<file path="config.mk">
export PLATFORM = sky130hd
export DESIGN_NAME = uart_receiver
export DESIGN_NICKNAME = d
export VERILOG_FILES = /design/src/rtl/uart_pkg.sv /design/src/rtl/uart_rx_sync.sv /design/src/rtl/uart_receiver.sv
export SDC_FILE = /design/constraint.sdc
export NUM_CORES = 1
export LEC_CHECK = 0
export BUFFER_PORTS_ARGS = -buffer_cell sky130_fd_sc_hd__buf_2
export CORE_ASPECT_RATIO = 1.1
export CORE_UTILIZATION = 60
export DETAILED_ROUTE_END_ITERATION = 12
export PLACE_DENSITY = 0.81
export SLEW_MARGIN = 20
export SYNTH_ARGS = -nofsm -noshare
export SYNTH_HDL_FRONTEND = slang
export SYNTH_HIERARCHICAL = 1
export SYNTH_SLANG_ARGS = --single-unit
</file>
<file path="constraint.sdc">
create_clock -name clk -period 4 [get_ports clk]
set_input_delay 0.6 -clock clk [delete_from_list [all_inputs] [get_ports clk]]
set_output_delay 0.6 -clock clk [all_outputs]
set_load 0.01 [all_outputs]
</file>
<file path="src/rtl/uart_pkg.sv">
// Shared UART definitions: frame defaults and receiver state encoding.
package uart_pkg;

   localparam int UART_DATA_BITS_DEF  = 8;
   localparam int UART_OVERSAMPLE_DEF = 16;

   typedef enum logic [2:0] {
      RX_IDLE,
      RX_START,
      RX_DATA,
      RX_STOP,
      RX_BREAK
   } rx_state_e;

endpackage

</file>
<file path="src/rtl/uart_rx_sync.sv">
// Two-flop synchronizer for the asynchronous serial line; flops idle high.
module uart_rx_sync (
   input  logic clk,
   input  logic rst,
   input  logic rx_pin,
   output logic rx_s
);

   logic meta_q, meta_d;
   logic sync_q, sync_d;

   // Next values simply shift the line one stage down the chain.
   always_comb begin
      meta_d = rx_pin;
      sync_d = meta_q;
   end

   // Synchronizer register pair, reset to the idle (high) line level.
   always_ff @(posedge clk or posedge rst) begin
      if (rst) begin
         meta_q <= 1'b1;
         sync_q <= 1'b1;
      end else begin
         meta_q <= meta_d;
         sync_q <= sync_d;
      end
   end

   assign rx_s = sync_q;

endmodule

</file>
<file path="src/rtl/uart_receiver.sv">
// Oversampling UART receiver with a one-entry output buffer and error pulses.
module uart_receiver
   import uart_pkg::*;
#(
   parameter int DATA_BITS  = UART_DATA_BITS_DEF,
   parameter int OVERSAMPLE = UART_OVERSAMPLE_DEF
) (
   input  logic                 clk,
   input  logic                 rst,
   input  logic                 rx_baud_tick,
   input  logic                 rx_pin,
   output logic [DATA_BITS-1:0] rx_data,
   output logic                 rx_valid,
   input  logic                 rx_ready,
   output logic                 rx_frame_err,
   output logic                 rx_overrun
);

   localparam int TICK_W = (OVERSAMPLE > 1) ? $clog2(OVERSAMPLE) : 1;
   localparam int BIT_W  = (DATA_BITS > 1) ? $clog2(DATA_BITS) : 1;
   localparam logic [TICK_W-1:0] TICK_LAST = TICK_W'(OVERSAMPLE - 1);
   localparam logic [TICK_W-1:0] TICK_MID  = TICK_W'(OVERSAMPLE / 2 - 1);
   localparam logic [BIT_W-1:0]  BIT_LAST  = BIT_W'(DATA_BITS - 1);

   logic                 rx_s;
   rx_state_e            state_q, state_d;
   logic [TICK_W-1:0]    tick_cnt_q, tick_cnt_d;
   logic [BIT_W-1:0]     bit_cnt_q, bit_cnt_d;
   logic [DATA_BITS-1:0] shift_q, shift_d;
   logic [DATA_BITS-1:0] rx_data_q, rx_data_d;
   logic                 rx_valid_q, rx_valid_d;
   logic                 frame_err_q, frame_err_d;
   logic                 overrun_q, overrun_d;
   logic                 byte_done;

   uart_rx_sync u_sync (
      .clk    (clk),
      .rst    (rst),
      .rx_pin (rx_pin),
      .rx_s   (rx_s)
   );

   // Frame FSM: all counting and sampling happens only on baud ticks.
   always_comb begin
      state_d     = state_q;
      tick_cnt_d  = tick_cnt_q;
      bit_cnt_d   = bit_cnt_q;
      shift_d     = shift_q;
      byte_done   = 1'b0;
      frame_err_d = 1'b0;
      if (rx_baud_tick) begin
         case (state_q)
            RX_IDLE: begin
               if (!rx_s) begin
                  state_d    = RX_START;
                  tick_cnt_d = '0;
               end
            end
            RX_START: begin
               if (tick_cnt_q == TICK_MID) begin
                  tick_cnt_d = '0;
                  bit_cnt_d  = '0;
                  state_d    = rx_s ? RX_IDLE : RX_DATA;
               end else begin
                  tick_cnt_d = tick_cnt_q + TICK_W'(1);
               end
            end
            RX_DATA: begin
               if (tick_cnt_q == TICK_LAST) begin
                  tick_cnt_d = '0;
                  shift_d    = {rx_s, shift_q[DATA_BITS-1:1]};
                  if (bit_cnt_q == BIT_LAST) begin
                     bit_cnt_d = '0;
                     state_d   = RX_STOP;
                  end else begin
                     bit_cnt_d = bit_cnt_q + BIT_W'(1);
                  end
               end else begin
                  tick_cnt_d = tick_cnt_q + TICK_W'(1);
               end
            end
            RX_STOP: begin
               if (tick_cnt_q == TICK_LAST) begin
                  tick_cnt_d = '0;
                  if (rx_s) begin
                     byte_done = 1'b1;
                     state_d   = RX_IDLE;
                  end else begin
                     frame_err_d = 1'b1;
                     state_d     = RX_BREAK;
                  end
               end else begin
                  tick_cnt_d = tick_cnt_q + TICK_W'(1);
               end
            end
            RX_BREAK: begin
               if (rx_s) begin
                  state_d = RX_IDLE;
               end
            end
            default: begin
               state_d    = RX_IDLE;
               tick_cnt_d = '0;
               bit_cnt_d  = '0;
            end
         endcase
      end
   end

   // Output buffer: load a finished byte if there is room, else flag overrun.
   // A handshake in the same cycle as a new byte frees the slot for it.
   always_comb begin
      rx_data_d  = rx_data_q;
      rx_valid_d = rx_valid_q;
      overrun_d  = 1'b0;
      if (byte_done) begin
         if (!rx_valid_q || rx_ready) begin
            rx_data_d  = shift_q;
            rx_valid_d = 1'b1;
         end else begin
            overrun_d = 1'b1;
         end
      end else if (rx_valid_q && rx_ready) begin
         rx_valid_d = 1'b0;
      end
   end

   // State, counters, data buffer and error pulse registers.
   always_ff @(posedge clk or posedge rst) begin
      if (rst) begin
         state_q     <= RX_IDLE;
         tick_cnt_q  <= '0;
         bit_cnt_q   <= '0;
         shift_q     <= '0;
         rx_data_q   <= '0;
         rx_valid_q  <= 1'b0;
         frame_err_q <= 1'b0;
         overrun_q   <= 1'b0;
      end else begin
         state_q     <= state_d;
         tick_cnt_q  <= tick_cnt_d;
         bit_cnt_q   <= bit_cnt_d;
         shift_q     <= shift_d;
         rx_data_q   <= rx_data_d;
         rx_valid_q  <= rx_valid_d;
         frame_err_q <= frame_err_d;
         overrun_q   <= overrun_d;
      end
   end

   assign rx_data      = rx_data_q;
   assign rx_valid     = rx_valid_q;
   assign rx_frame_err = frame_err_q;
   assign rx_overrun   = overrun_q;

endmodule

</file>
==> results.ini <==
[routing]
wirelength_um = 2482
drt_pre_antenna_iters = 4
wl_per_cell_um = 14.86
ant_nets = 0
drc = 0
vias = 957
drt-initial-drc-count = 9
via_per_inst = 5.731

[synthesis]
syn_area_um2 = 1469
syn_area_per_cell_um2 = 12.14
synth_edf_count = 0
synth_area_leaders = dfrtp_1, mux2_2, dfstp_2
async_reset_ff_share_pct = 100.0
synth_common_cells = dfrtp_1, mux2_2, nand2_1
synth_top_cell_by_area = dfrtp_1
ys_seq_elements = 31
synth.net_count = 129
yosysTopAreaCellShare_pct = 49.40
synth_cell_types = 38
yosysMostFrequentCell = dfrtp_1
synth_flop_cell = dfrtp_1
synth-seq-area-share_pct = 52.98
postSynthCellCount = 121
ys.warnings.count = 6

[power_and_ir_drop]
ir_drop_mv = 0.4013
power_leakage_nw = 0.8105
p_per_area_nw_per_um2 = 534.8

[placement]
gp_congestion = 0.8573
port_buffers = 15
hpwl_um = 1718

[clocking]
numCtsBuffers = 5
postCtsSetupBuffers = 0
clock_latency_ns = 0.34
ctsHoldBuffers = 0
path_clk_slew_ns = 0.10
cts_tree = done
clk_path_buf_depth = 2
htreeDepth = 2
clock-sinks = 31
post_cts_resized = 0
cts_root_buf = clkbuf_4

[critical_path]
crit_fanout = 8
arrival_ns = 2.21
critical_path.cell_chain = ha_1 > nand4_2 > nor4b_4 > mux2_2
crit_family = simple AND/OR/NAND/NOR gates
crit_path_top_delay_cell = nor4b_4
end_kind = register
path_buf_inv = 0
crit_path_max_incr_delay_ns = 0.56
path_class = register to register
worstPathRequired_ns = 4.21
start_kind = register

[timing]
slew_headroom_pct = 57.09
tns_ns = 0
setup_viol = 0
final-max-slew-violation-count = 0
tightest_slew_ns = 0.6402
hold_viol_final = 0
max_freq_ghz = 0.5012
fin_crit_ns = 1.995
period_share_pct = 49.88
fin_skew_ns = 0.01497
rsz0062_at_grt = false

[die]
core_area_um2 = 2275
dieArea_um2 = 2650
io-pin-count = 16
die_h_um = 53.90
num_rows = 18
die_x_um = 49.18
initial_core_util_pct = 64.58

[finish]
drive_gt1_share_pct = 35.04
syn2layout_area_growth_pct = 10.90
layout.nets = 144
diodes = 0
final_util_pct = 71.62

[global_route]
grt_pass1_wl_um = 4202
antenna_found_initial = 0
track_usage_pct = 21.89
grt_max_degree = 30
overflow = 0
grt_pass1_vias = 923

[min_path]
min_path_type = primary input to async pin

[status]
status = finished, final reports clean

[flow_run]
cap_violations = 0

per-layer routing:
| layer | wire, um | up-vias | share of wire (%) | global-route usage [%] |
|---|---|---|---|---|
| met2 | 1159 | 27 | 47 | 33.79 |
| met4 | 47 | 0 | 1.9 | 10.29 |
| met3 | 128 | 6 | 5.2 | 6.780 |
| li1 | - | 469 | - | - |
| met5 | 0 | - | 0 | 0 |
| met1 | 1146 | 455 | 46 | 28.36 |
worst paths after layout:
check                               from             to  slack (ns)  depth (start not counted)
max in group asynchronous            rst     rx_data[3]        3.26                          2
hold / removal                       rst  u_sync/meta_q        0.29                          2
min in group clk           u_sync/meta_q    u_sync/rx_s        0.36                          0
setup reg to reg           tick_cnt_q[0]     rx_data[4]        2.00                          4
setup / recovery           tick_cnt_q[0]     rx_data[4]        2.00                          4
hold reg to reg            u_sync/meta_q    u_sync/rx_s        0.36                          0
final cells by class:
cell class                      instances  area [um2]
Multi-Input combinational cell         77       629.4
Sequential cell                        31       778.2
Fill cell                             167       645.6
Clock buffer                            6       51.30
Clock inverter                          2       35.03
Inverter                                6       22.52
Tap cell                               30       37.54
Timing Repair Buffer                   15       75.07
report_power, final:
part / switching, mW / internal [mW]
Sequential: 0.0691 / 0.351
Combinational: 0.108 / 0.0882
Clock: 0.108 / 0.148
layout by cell type, fill, tap and decap left out, drive strengths merged:
master | netlist | routed
mux2i | 4 | 4
dfrtp | 29 | 29
or4b | 1 | 1
or3 | 1 | 1
bufinv | 0 | 1
o211ai | 3 | 3
inv | 6 | 6
and3 | 1 | 1
o21a | 1 | 1
nand2b | 4 | 4
o221ai | 2 | 2
clkinv | 0 | 1
nor2 | 3 | 3
or2 | 1 | 1
nand4 | 1 | 1
clkbuf | 2 | 6
nor3b | 1 | 1
nor3 | 2 | 2
o21ai | 3 | 3
or3b | 1 | 1
a31oi | 1 | 1
ha | 3 | 3
a32o | 2 | 2
a2111o | 1 | 1
buf | 5 | 15
dfstp | 2 | 2
or4 | 1 | 1
a21oi | 2 | 2
xor2 | 2 | 2
nor2b | 1 | 1
o2bb2ai | 2 | 2
nand2 | 12 | 12
nand3 | 2 | 2
nand3b | 1 | 1
nor4b | 1 | 1
o311ai | 1 | 1
mux2 | 16 | 16
through the flow:
stage | hold slack [ns] | cell area [um2] | instances | total power [mW] | worst slack [ns]
finish | 0.2916 | 1629 | 167 | 0.8713 | 2.005
global route | 0.2983 | 1629 | 167 | 0.9234 | 1.908
CTS | 0.2726 | 1629 | 167 | 0.8736 | 1.969
detailed placement | 0.3498 | 1543 | 159 | 0.6203 | 1.867
global placement | 0.3473 | 1543 | 159 | 0.6076 | 1.920
floorplan | 0.3452 | 1469 | 121 | 0.5921 | 2.275
flip-flops by register name, summed over array words and instances (netlist names):
signal	count
rx_data	8
shift_q	8
tick_cnt_q	4
bit_cnt_q	3
state_q	3
rx_frame_err	1
rx_overrun	1
rx_valid	1
u_sync/meta_q	1
u_sync/rx_s	1
cell families (layout without fill, tap and decap cells):
family	after synthesis	in the layout	synth area share, %
buffers and inverters	13	29	4.174
muxes	20	20	14.99
DFF	31	31	52.98
and+or+nand+nor	34	34	14.82
AOI/OAI and AO/OA	18	18	9.285
xor gates and xnor gates	2	2	1.193
adders and majority gates	3	3	2.556
Power figures use the tool's default switching activity.
